### src/rtl/bio_pkg.sv
// Shared constants and helpers for the board I/O input-conditioning path.
// Also consumed by the I/O register block for its port widths.
package bio_pkg;

    localparam int BIO_NUM_KEYS  = 3;
    localparam int BIO_NUM_SW    = 18;
    localparam int BIO_TICK_DIV  = 50000;
    localparam int BIO_DEB_TICKS = 10;

    function automatic int bio_clog2(input int value);
        int r;
        r = 0;
        for (int i = 0; i < 31; i++) begin
            if ((1 << i) < value) begin
                r = i + 1;
            end
        end
        return r;
    endfunction

    function automatic int bio_max1(input int value);
        return (value < 1) ? 1 : value;
    endfunction

endpackage

### src/rtl/bio_debounce_cell.sv
// One-bit two-flop synchronizer followed by a tick-paced debounce counter.
// rise pulses in the cycle before dout goes 0->1, aligned to that edge.
module debounce_cell
    import bio_pkg::*;
#(
    parameter int DEB_TICKS = BIO_DEB_TICKS
) (
    input  logic clk,
    input  logic rst_n,
    input  logic tick,
    input  logic din,
    output logic dout,
    output logic rise
);

    localparam int CW = bio_max1(bio_clog2(DEB_TICKS + 1));
    localparam logic [CW-1:0] LAST = CW'(DEB_TICKS - 1);

    logic          r_s1;
    logic          r_s2;
    logic          r_stable;
    logic [CW-1:0] r_cnt;
    logic          w_diff;
    logic          w_done;

    assign w_diff = r_s2 ^ r_stable;
    assign w_done = w_diff & tick & (r_cnt == LAST);

    always_ff @(posedge clk or negedge rst_n) begin
        if (!rst_n) begin
            r_s1     <= 1'b0;
            r_s2     <= 1'b0;
            r_stable <= 1'b0;
            r_cnt    <= '0;
        end else begin
            r_s1 <= din;
            r_s2 <= r_s1;
            // any return to the accepted level restarts the count
            if (!w_diff) begin
                r_cnt <= '0;
            end else if (w_done) begin
                r_stable <= r_s2;
                r_cnt    <= '0;
            end else if (tick) begin
                r_cnt <= r_cnt + 1'b1;
            end
        end
    end

    assign dout = r_stable;
    assign rise = w_done & r_s2;

endmodule

### src/rtl/bio_debounce.sv
// Debounces active-low keys and slide switches on a shared tick prescaler,
// and keeps sticky per-key press flags with masked clear.
module bio_debounce
    import bio_pkg::*;
#(
    parameter int NUM_KEYS  = BIO_NUM_KEYS,
    parameter int NUM_SW    = BIO_NUM_SW,
    parameter int TICK_DIV  = BIO_TICK_DIV,
    parameter int DEB_TICKS = BIO_DEB_TICKS
) (
    input  logic                clk,
    input  logic                rst_n,
    input  logic [NUM_KEYS-1:0] key_n_in,
    input  logic [NUM_SW-1:0]   sw_in,
    output logic [NUM_KEYS-1:0] key_down,
    output logic [NUM_SW-1:0]   sw_stable,
    output logic [NUM_KEYS-1:0] key_event,
    input  logic                ev_clr,
    input  logic [NUM_KEYS-1:0] ev_clr_mask
);

    localparam int PW = bio_max1(bio_clog2(TICK_DIV));
    localparam logic [PW-1:0] PLAST = PW'(TICK_DIV - 1);

    logic [PW-1:0]       r_pcnt;
    logic                w_tick;
    logic [NUM_KEYS-1:0] r_event;
    logic [NUM_KEYS-1:0] w_key_rise;
    logic [NUM_KEYS-1:0] w_clr;
    logic [NUM_SW-1:0]   w_unused_sw_rise;

    assign w_tick = (r_pcnt == PLAST);

    always_ff @(posedge clk or negedge rst_n) begin
        if (!rst_n) begin
            r_pcnt <= '0;
        end else if (w_tick) begin
            r_pcnt <= '0;
        end else begin
            r_pcnt <= r_pcnt + 1'b1;
        end
    end

    // keys are inverted up front so every cell sees 1 = active
    for (genvar g = 0; g < NUM_KEYS; g++) begin : g_key
        debounce_cell #(
            .DEB_TICKS(DEB_TICKS)
        ) u_cell (
            .clk  (clk),
            .rst_n(rst_n),
            .tick (w_tick),
            .din  (~key_n_in[g]),
            .dout (key_down[g]),
            .rise (w_key_rise[g])
        );
    end

    for (genvar g = 0; g < NUM_SW; g++) begin : g_sw
        debounce_cell #(
            .DEB_TICKS(DEB_TICKS)
        ) u_cell (
            .clk  (clk),
            .rst_n(rst_n),
            .tick (w_tick),
            .din  (sw_in[g]),
            .dout (sw_stable[g]),
            .rise (w_unused_sw_rise[g])
        );
    end

    assign w_clr = {NUM_KEYS{ev_clr}} & ev_clr_mask;

    // a press landing on the clear edge keeps the flag set
    always_ff @(posedge clk or negedge rst_n) begin
        if (!rst_n) begin
            r_event <= '0;
        end else begin
            r_event <= (r_event & ~w_clr) | w_key_rise;
        end
    end

    assign key_event = r_event;

endmodule

### config.mk
export PLATFORM = sky130hd
export DESIGN_NAME = bio_debounce
export DESIGN_NICKNAME = d
export VERILOG_FILES = /design/src/rtl/bio_pkg.sv /design/src/rtl/bio_debounce_cell.sv /design/src/rtl/bio_debounce.sv
export SDC_FILE = /design/constraint.sdc
export NUM_CORES = 1
export LEC_CHECK = 0
export BUFFER_PORTS_ARGS = -buffer_cell sky130_fd_sc_hd__clkbuf_2
export CORE_MARGIN = 3
export CORE_UTILIZATION = 65
export DETAILED_ROUTE_END_ITERATION = 10
export GPL_ROUTABILITY_DRIVEN = 0
export GPL_TIMING_DRIVEN = 0
export PLACE_DENSITY = 0.85
export SYNTH_ARGS = -nofsm -noshare
export SYNTH_HDL_FRONTEND = slang
export SYNTH_SLANG_ARGS = --single-unit
### constraint.sdc
create_clock -name clk -period 7.2 [get_ports clk]
set_input_delay 0.72 -clock clk [delete_from_list [all_inputs] [get_ports clk]]
set_output_delay 0.72 -clock clk [all_outputs]
set_load 0.1 [all_outputs]
==> results.yml, run 1 <==
status:
  status: "finished clean"
layout:
  layout-drive-gt1-share: 0.150
  areaGrowthSynthToFinish_pct: 14.3
  antenna_cells: 0
  fin_util: 0.775
  layout_common_cells: "dfrtp_1, nand2_1, a21oi_1, clkbuf_2, nor2_1"
  finalNonFillerCells: 1007
  stdcell_area_sq_um: 9030
  nets: 922
  final_common_cell: "dfrtp_1"
timing:
  tns_ns: 0
  skew_ns: 0.00984
  setup_violations: 0
  hold_viol: 0
  min_period_over_period: 0.401
  post-route-min-period_ns: 2.89
  worstMarginPinSlew_ns: 0.824
  slew-limit-headroom: 0.447
  slew_violations: 0
  rsz0062_at_grt: "false"
  timing.fmax_mhz: 346
grt:
  grt_pass1_wl_mm: 29.6
  grt_pass1_vias: 6330
  grt-ovfl-total: 0
  grt_start_max_net_pins: 100
  grt_use_total: 0.283
  antenna_found_initial: 0
clock_tree:
  ctsResizeCount: 0
  cts_setup_buffers: 0
  clk_latency_ns: 0.43
  clk_root_buffer_cell: "clkbuf_16"
  clkSlewWorstSetupHoldPaths_ns: 0.06
  htreeDepth: 4
  cts_buffers: 17
  cts-hold-fix-buffers: 0
  cts_sinks: 166
  cts_buffer_depth: 2
  cts_tree: "done"
die:
  die_y_um: 116
  rows: 39
  start_util: 0.678
  die_width_um: 116
  fp.coreArea_sq_um: 11700
  die_area_sq_um: 13500
  pin_count: 51
route:
  wirelength_mm: 17.7
  vias_per_cell: 6.10
  drc_errors: 0
  drtIter0Drc: 513
  vias: 6141
  drtAntennaViolNets: 0
  dr.pass1.iters: 5
  wl_per_cell_um: 17.6
power_and_ir_drop:
  ir_drop_mv: 0.208
  power-per-cell-area_nw_per_um2: 220
  p_leak_uw: 0.00393
  finalPower_uw: 1990
worst_setup_path:
  required_ns: 7.54
  rr_startpoint: "r_pcnt[0]"
  crit_type: "reg -> reg"
  start_kind: "register"
  crit_fanout: 10
  endpoint_kind: "register"
  setup.worst_path.start: "r_pcnt[0]"
  arrival_ns: 3.23
logic_synthesis:
  ys_seq_area_frac: 0.525
  yosys_warnings: 0
  syn_inst: 782
  synth_area_sq_um: 7910
  synthesis.nets: 852
  synth-seq-cells: 166
  yosysUniqueCellTypes: 30
  syn_avg_cell_area_sq_um: 10.1
min_path:
  hold_path.class: "in -> async"
flow_run:
  max_cap_violations: 0
placement:
  place_area_sq_um: 8370
  placedCellCount: 976
  io_buffer_count: 50
  dp_hpwl_mm: 11.6
-- through the flow --
step	worst slack [ns]	hold WS, ns
after floorplan	4.85	0.331
after global routing	4.12	0.325
final	4.31	0.298
after CTS	3.98	0.302
after global placement	2.69	0.331
after detailed placement	4.09	0.335
-- cells in the mapped netlist --
master,instances,area (sq um)
nor3_1,4,20.0
a31oi_1,21,131
buf_6,1,11.3
clkbuf_1,17,63.8
o21ai_0,45,225
nor4_2,1,12.5
nor4_1,5,31.3
inv_1,48,180
nand3_1,27,135
a21oi_1,64,320
and2_1,2,12.5
or4_1,1,7.51
nand4b_1,20,175
dfrtp_1,166,4150
or4_4,2,22.5
or3_1,43,269
or4b_1,21,210
ha_1,43,538
xor2_1,7,61.3
or4b_2,1,10.0
nand2b_1,3,18.8
nor2b_1,1,6.26
xnor2_1,28,245
nand4_1,5,31.3
buf_4,21,158
and3_1,1,6.26
nand2_1,111,417
clkbuf_2,2,10.0
nor2_1,50,188
mux2_2,21,236
-- power by group --
group	leakage [uW]	switching [uW]	total, uW	internal (uW)
clock network	0.000313	365	999	634
registers	0.00221	6.34	951	945
logic	0.00141	27.9	39.5	11.5
total	0.00393	400	1990	1590
-- cells by family (layout without fill, tap and decap cells) --
kind of cell | after synthesis | in the layout | synth area share
adder cells (fa/ha/maj) | 43 | 43 | 0.0680
buffers and inverters | 89 | 171 | 0.0535
AO/OA/AOI/OAI | 130 | 130 | 0.0856
AND/OR/NAND/NOR | 298 | 298 | 0.199
XOR/XNOR | 35 | 35 | 0.0388
flip-flops | 166 | 166 | 0.525
multiplexers | 21 | 21 | 0.0299
-- sequential cells by signal, indices dropped and copies added (netlist names), 12 cells and up --
signal              count
g_key.u_cell.r_cnt     12
g_sw.u_cell.r_s2       18
g_sw.u_cell.r_s1       18
g_sw.u_cell.dout       18
r_pcnt                 16
g_sw.u_cell.r_cnt      72
-- path summary, 6_finish.rpt --
path / to / slack (ns) / cells after the start
max: g_key[0].u_cell.r_cnt[2] / 4.31 / 6
min in group clk: g_key[0].u_cell.r_s2 / 0.34 / 0
max reg2reg: g_key[0].u_cell.r_cnt[2] / 4.31 / 6
min reg2reg: g_key[0].u_cell.r_s2 / 0.34 / 0
min: g_sw[8].u_cell.r_s2 / 0.30 / 1
max in group asynchronous: g_sw[17].u_cell.r_cnt[0] / 6.04 / 2
-- worst max-delay path: stages (launching register included) --
cell,delay (ns)
dfrtp_1,0.39
ha_1,0.22
nand3_1,0.29
nor4_4,0.84
clkbuf_1,0.66
nand4b_1,0.21
a21oi_1,0.19
-- area by class of cell --
cell class,instances,area [sq um]
buffer,41,243
clock buffer,20,457
clock inverter,11,196
fill,738,2630
inverter,48,180
multi-input combinational,527,3340
sequential,166,4150
tap,143,179
timing repair buffer,51,287
-- layer usage --
layer  global-route usage  up-vias  share of wire
met1                0.336     3052           0.40
met5                    0        -              0
met3               0.0668       51          0.053
li1                     -     2822              -
met4                0.142        0          0.025
met2                0.482      216           0.53
Power figures use the tool's default switching activity.
==> run 2: changes to the inputs <==
- CORE_UTILIZATION: 65 -> 55
- PLACE_DENSITY: 0.85 -> 0.76
- clock period: 7.2 -> 2.59 ns (I/O delays scaled with it)
==> results.yml, run 2 (synthesis results as in run 1) <==
status:
  status: "finished clean"
die:
  fp.coreArea_sq_um: 14000
  pin_count: 51
  start_util: 0.565
  die_width_um: 126
  rows: 43
  die_area_sq_um: 15900
  die_y_um: 126
placement:
  io_buffer_count: 50
  place_ws_ns: -0.544
  dp_hpwl_mm: 11.3
layout:
  fin_util: 0.668
  final_common_cell: "dfrtp_1"
  antenna_cells: 0
  regMostFlops: "g_sw.u_cell.r_cnt"
  seqCellArea_sq_um: 4160
  multiInputGateArea_sq_um: 3370
  areaGrowthSynthToFinish_pct: 18.2
  layout-drive-gt1-share: 0.178
  layout_common_cells: "dfrtp_1, nand2_1, a21oi_1, clkbuf_2, nor2_1"
  largest_reg_flops: 72
  nets: 950
  n_fill_cell: 1049
power_and_ir_drop:
  p_leak_uw: 0.00407
  ir_drop_mv: 0.468
  pwr-share-clk: 0.477
  seqPwrFrac: 0.498
  power_switching_uw: 1130
  power-per-cell-area_nw_per_um2: 568
  p_comb_frac: 0.026
  power.internal_uw: 4180
  swShare: 0.213
timing:
  timing.fmax_mhz: 394
  worst_slack_ns: 0.0491
  timing.hold.ws_ns: 0.107
  worstMarginPinSlew_ns: 0.698
  slew_violations: 0
  rsz0062_at_grt: "true"
  min_period_over_period: 0.981
  hold_viol: 0
  skew_ns: 0.0102
  post-route-min-period_ns: 2.54
  setup_violations: 0
  slew-limit-headroom: 0.535
clock_tree:
  clk_latency_ns: 0.43
  htreeDepth: 4
  cts_buffers: 17
  cts_sinks: 166
  clk_root_buffer_cell: "clkbuf_16"
  cts_buffer_depth: 2
  clkSlewWorstSetupHoldPaths_ns: 0.07
  cts_tree: "done"
worst_setup_path:
  critPathMaxStageDelay_ns: 0.57
  crit_fanout: 10
  required_ns: 2.94
  setup.worst_path.start: "r_pcnt[12]"
  endpoint_kind: "register"
  rr_startpoint: "r_pcnt[12]"
  start_kind: "register"
  crit_end: "g_sw[3].u_cell.r_cnt[3]"
  slowest_stage: "or4b_4"
  arrival_ns: 2.89
  path_cells: "or4b_4, or4_4, buf_8, or4b_1, a31oi_1"
  rrSetupSlack_ns: 0.05
  ff2ff_path_depth: 5
  reg2reg_to: "g_sw[3].u_cell.r_cnt[3]"
  crit_type: "reg -> reg"
route:
  dr.pass1.iters: 7
  drc_errors: 0
  drtIter0Drc: 376
  drtAntennaViolNets: 0
  vias: 6056
  wl_per_cell_um: 16.1
  vias_per_cell: 5.64
  wirelength_mm: 17.3
grt:
  grt_use_total: 0.227
  grt_pass1_wl_mm: 29.3
  grt-ovfl-total: 0
  grt_pass1_vias: 6325
  grt_start_max_net_pins: 117
  antenna_found_initial: 0
min_path:
  hold_path.class: "in -> reg"
flow_run:
  max_cap_violations: 0
run 2: cell types whose count changed in the layout (fill, tap and decap cells not counted), sizes merged:
cell,change
clkinv,+4
buf,+13
bufinv,-3
dlygate4sd3,+22
clkbuf,-6
clkinvlp,-1
run 2: power by group through the flow:
stage	Clock (uW)	Combinational (uW)	Sequential (uW)
floorplan	0	27.3	2690
global placement	0	103	2690
detailed placement	0	115	2690
CTS	2570	141	2640
global route	2670	154	2640
finish	2530	137	2640
run 2: area by class of cell:
| class | instances | area share |
|---|---|---|
| sequential | 166 | 0.445 |
| multi-input combinational | 527 | 0.360 |
| timing repair buffer | 79 | 0.0590 |
| clock buffer | 21 | 0.0503 |
| buffer | 41 | 0.0296 |
| tap | 180 | 0.0241 |
| inverter | 48 | 0.0193 |
| clock inverter | 11 | 0.0131 |
run 2: how the worst min path moves through the flow:
stage / startpoint / to / slack, ns / cells after the start
6_report: ev_clr_mask[1] / key_event[1] / 0.11 / 4
4_1_cts: ev_clr_mask[1] / key_event[1] / 0.1 / 4
5_1_grt: ev_clr_mask[1] / key_event[1] / 0.12 / 4
2_1_floorplan: rst_n / g_key[0].u_cell.dout / -0.04 / 0
3_3_place_gp: g_sw[16].u_cell.r_s1 / g_sw[16].u_cell.r_s2 / 0.33 / 0
3_5_place_dp: rst_n / g_sw[8].u_cell.r_cnt[3] / 0.24 / 1
run 2: metrics by stage:
stage	area (sq um)	setup TNS, ns	std cells	power (uW)
after CTS	9300	0	1069	5350
final	9350	0	1073	5310
after global placement	8380	-265.99	1012	2790
after global routing	9350	-0.0179	1073	5470
after floorplan	7910	0	782	2710
after detailed placement	8420	-13.57	1013	2810
run 2: critical path: cells and delay by family (launching register included):
kind,cells,cell delay [ns]
compound gates,1,0.19
simple gates,3,1.65
buf+inv,1,0.18
flops,1,0.44
run 2: repair_timing:
item	4_1_cts	5_1_grt
buffers inserted	2	4
pin swaps	1	2
hold endpoints to repair	71	0
hold buffers	22	0
endpoints found under the setup margin	98	60
gates resized for setup	20	19
run 2: layer usage:
layer | track usage | share of wire | vias up
li1 | - | - | 2875
met1 | 0.277 | 0.42 | 2981
met5 | 0 | 0 | -
met4 | 0.0946 | 0.026 | 0
met2 | 0.395 | 0.51 | 160
met3 | 0.0441 | 0.041 | 40
==> run 3: changes to the inputs <==
- HOLD_SLACK_MARGIN: unset -> 0.12
==> results.yml, run 3 (synthesis results as in run 1) <==
die:
  rows: 43
  fp.coreArea_sq_um: 14000
  pin_count: 51
  start_util: 0.565
  die_width_um: 126
  die_area_sq_um: 15900
  die_y_um: 126
clock_tree:
  htreeDepth: 4
  cts_tree: "done"
  cts_buffer_depth: 2
  clk_root_buffer_cell: "clkbuf_16"
  clkSlewWorstSetupHoldPaths_ns: 0.07
  cts_sinks: 166
  clk_latency_ns: 0.43
  cts_buffers: 17
grt:
  grt_pass1_wl_mm: 29.4
  grt_pass1_vias: 6334
  grt-ovfl-total: 0
  grt_start_max_net_pins: 117
  grt_use_total: 0.228
  antenna_found_initial: 0
power_and_ir_drop:
  p_leak_uw: 0.00408
  ir_drop_mv: 0.486
  power-per-cell-area_nw_per_um2: 567
worst_setup_path:
  ff2ff_path_depth: 6
  crit_fanout: 10
  rr_startpoint: "r_pcnt[12]"
  critPathMaxStageDelay_ns: 0.57
  required_ns: 2.94
  start_kind: "register"
  path_cells: "or4b_4, or4_4, buf_6, buf_2, or3_1, a21oi_2"
  endpoint_kind: "register"
  crit_type: "reg -> reg"
  reg2reg_to: "g_key[0].u_cell.r_cnt[0]"
  slowest_stage: "or4b_4"
  rrSetupSlack_ns: 0.05
  arrival_ns: 2.90
route:
  wirelength_mm: 17.5
  drtAntennaViolNets: 0
  drtIter0Drc: 390
  wl_per_cell_um: 16.3
  vias_per_cell: 5.71
  vias: 6137
  drc_errors: 0
  dr.pass1.iters: 5
placement:
  dp_hpwl_mm: 11.3
  place_area_sq_um: 8420
  io_buffer_count: 50
layout:
  regMostFlops: "g_sw.u_cell.r_cnt"
  seqCellArea_sq_um: 4160
  areaGrowthSynthToFinish_pct: 18.5
  largest_reg_flops: 72
  final_common_cell: "dfrtp_1"
  n_fill_cell: 1045
  antenna_cells: 0
  layout_common_cells: "dfrtp_1, nand2_1, a21oi_1, clkbuf_2, nor2_1"
  layout-drive-gt1-share: 0.178
  multiInputGateArea_sq_um: 3370
  stdcell_area_sq_um: 9370
  fin_util: 0.670
  nets: 952
status:
  status: "finished clean"
min_path:
  hold_path.class: "in -> reg"
  whs_path_depth: 4
  min_from: "ev_clr"
  worstHoldEndpoint: "key_event[0]"
timing:
  setup_violations: 0
  min_period_over_period: 0.982
  slew-limit-headroom: 0.534
  post-route-min-period_ns: 2.54
  hold_viol: 0
  rsz0062_at_grt: "true"
  skew_ns: 0.0108
  timing.fmax_mhz: 393
  slew_violations: 0
  worstMarginPinSlew_ns: 0.700
flow_run:
  max_cap_violations: 0
==> run 3: final cells by class <==
type | instances | area share
Sequential cell | 166 | 0.444
Multi-Input combinational cell | 527 | 0.359
Timing Repair Buffer | 81 | 0.0610
Clock buffer | 21 | 0.0502
Buffer | 41 | 0.0295
Tap cell | 180 | 0.0240
Inverter | 48 | 0.0192
Clock inverter | 11 | 0.0131
==> run 3: critical path, delay by kind of cell, from the launching register on <==
family	cells	cell delay, ns
AO/OA/AOI/OAI	1	0.16
buffers and inverters	2	0.37
flip-flops	1	0.43
AND/OR/NAND/NOR	3	1.50
==> run 3: per-layer routing <==
layer / wire, um / GRT usage / vias to the layer above
li1: - / - / 2882
met5: 0 / 0 / -
met3: 883 / 0.0450 / 49
met1: 7090 / 0.276 / 3001
met2: 9080 / 0.400 / 205
met4: 454 / 0.0946 / 0
==> run 3: worst max-delay path by stage <==
stage                    start  depth (start not counted)  slack (ns)                  endpoint
global placement         rst_n                          1       -1.56      g_sw[16].u_cell.dout
floorplan           r_pcnt[13]                          5        0.24  g_sw[14].u_cell.r_cnt[3]
detailed placement  r_pcnt[12]                          5       -0.54  g_sw[11].u_cell.r_cnt[2]
CTS                 r_pcnt[13]                          6       0.009  g_key[2].u_cell.r_cnt[2]
global route        r_pcnt[12]                          5      -0.008   g_sw[3].u_cell.r_cnt[3]
finish              r_pcnt[12]                          6        0.05  g_key[0].u_cell.r_cnt[0]
==> run 3: report_power, final <==
part | leakage (uW) | switching [uW] | internal (uW)
sequential | 0.00220 | 16.3 | 2630
clock | 0.000294 | 1030 | 1500
combinational | 0.00158 | 84.8 | 55.5
==> run 3: timing repair <==
item | 4_1_cts | 5_1_grt
hold buffers | 24 | 0
pin swaps | 1 | 2
setup endpoints to repair | 98 | 60
hold endpoints to repair | 73 | 0
gates resized for setup | 20 | 19
buffers inserted | 2 | 4
==> run 3: through the flow <==
stage	setup TNS, ns	power [uW]	cells	worst slack, ns	hold slack (ns)
after floorplan	0	2710	782	0.240	-0.0366
after global placement	-265.99	2790	1012	-1.56	0.332
after detailed placement	-13.57	2810	1013	-0.544	0.240
after CTS	0	5350	1071	0.00930	0.122
after global routing	-0.0197	5470	1075	-0.00784	0.145
final	0	5310	1075	0.0457	0.133
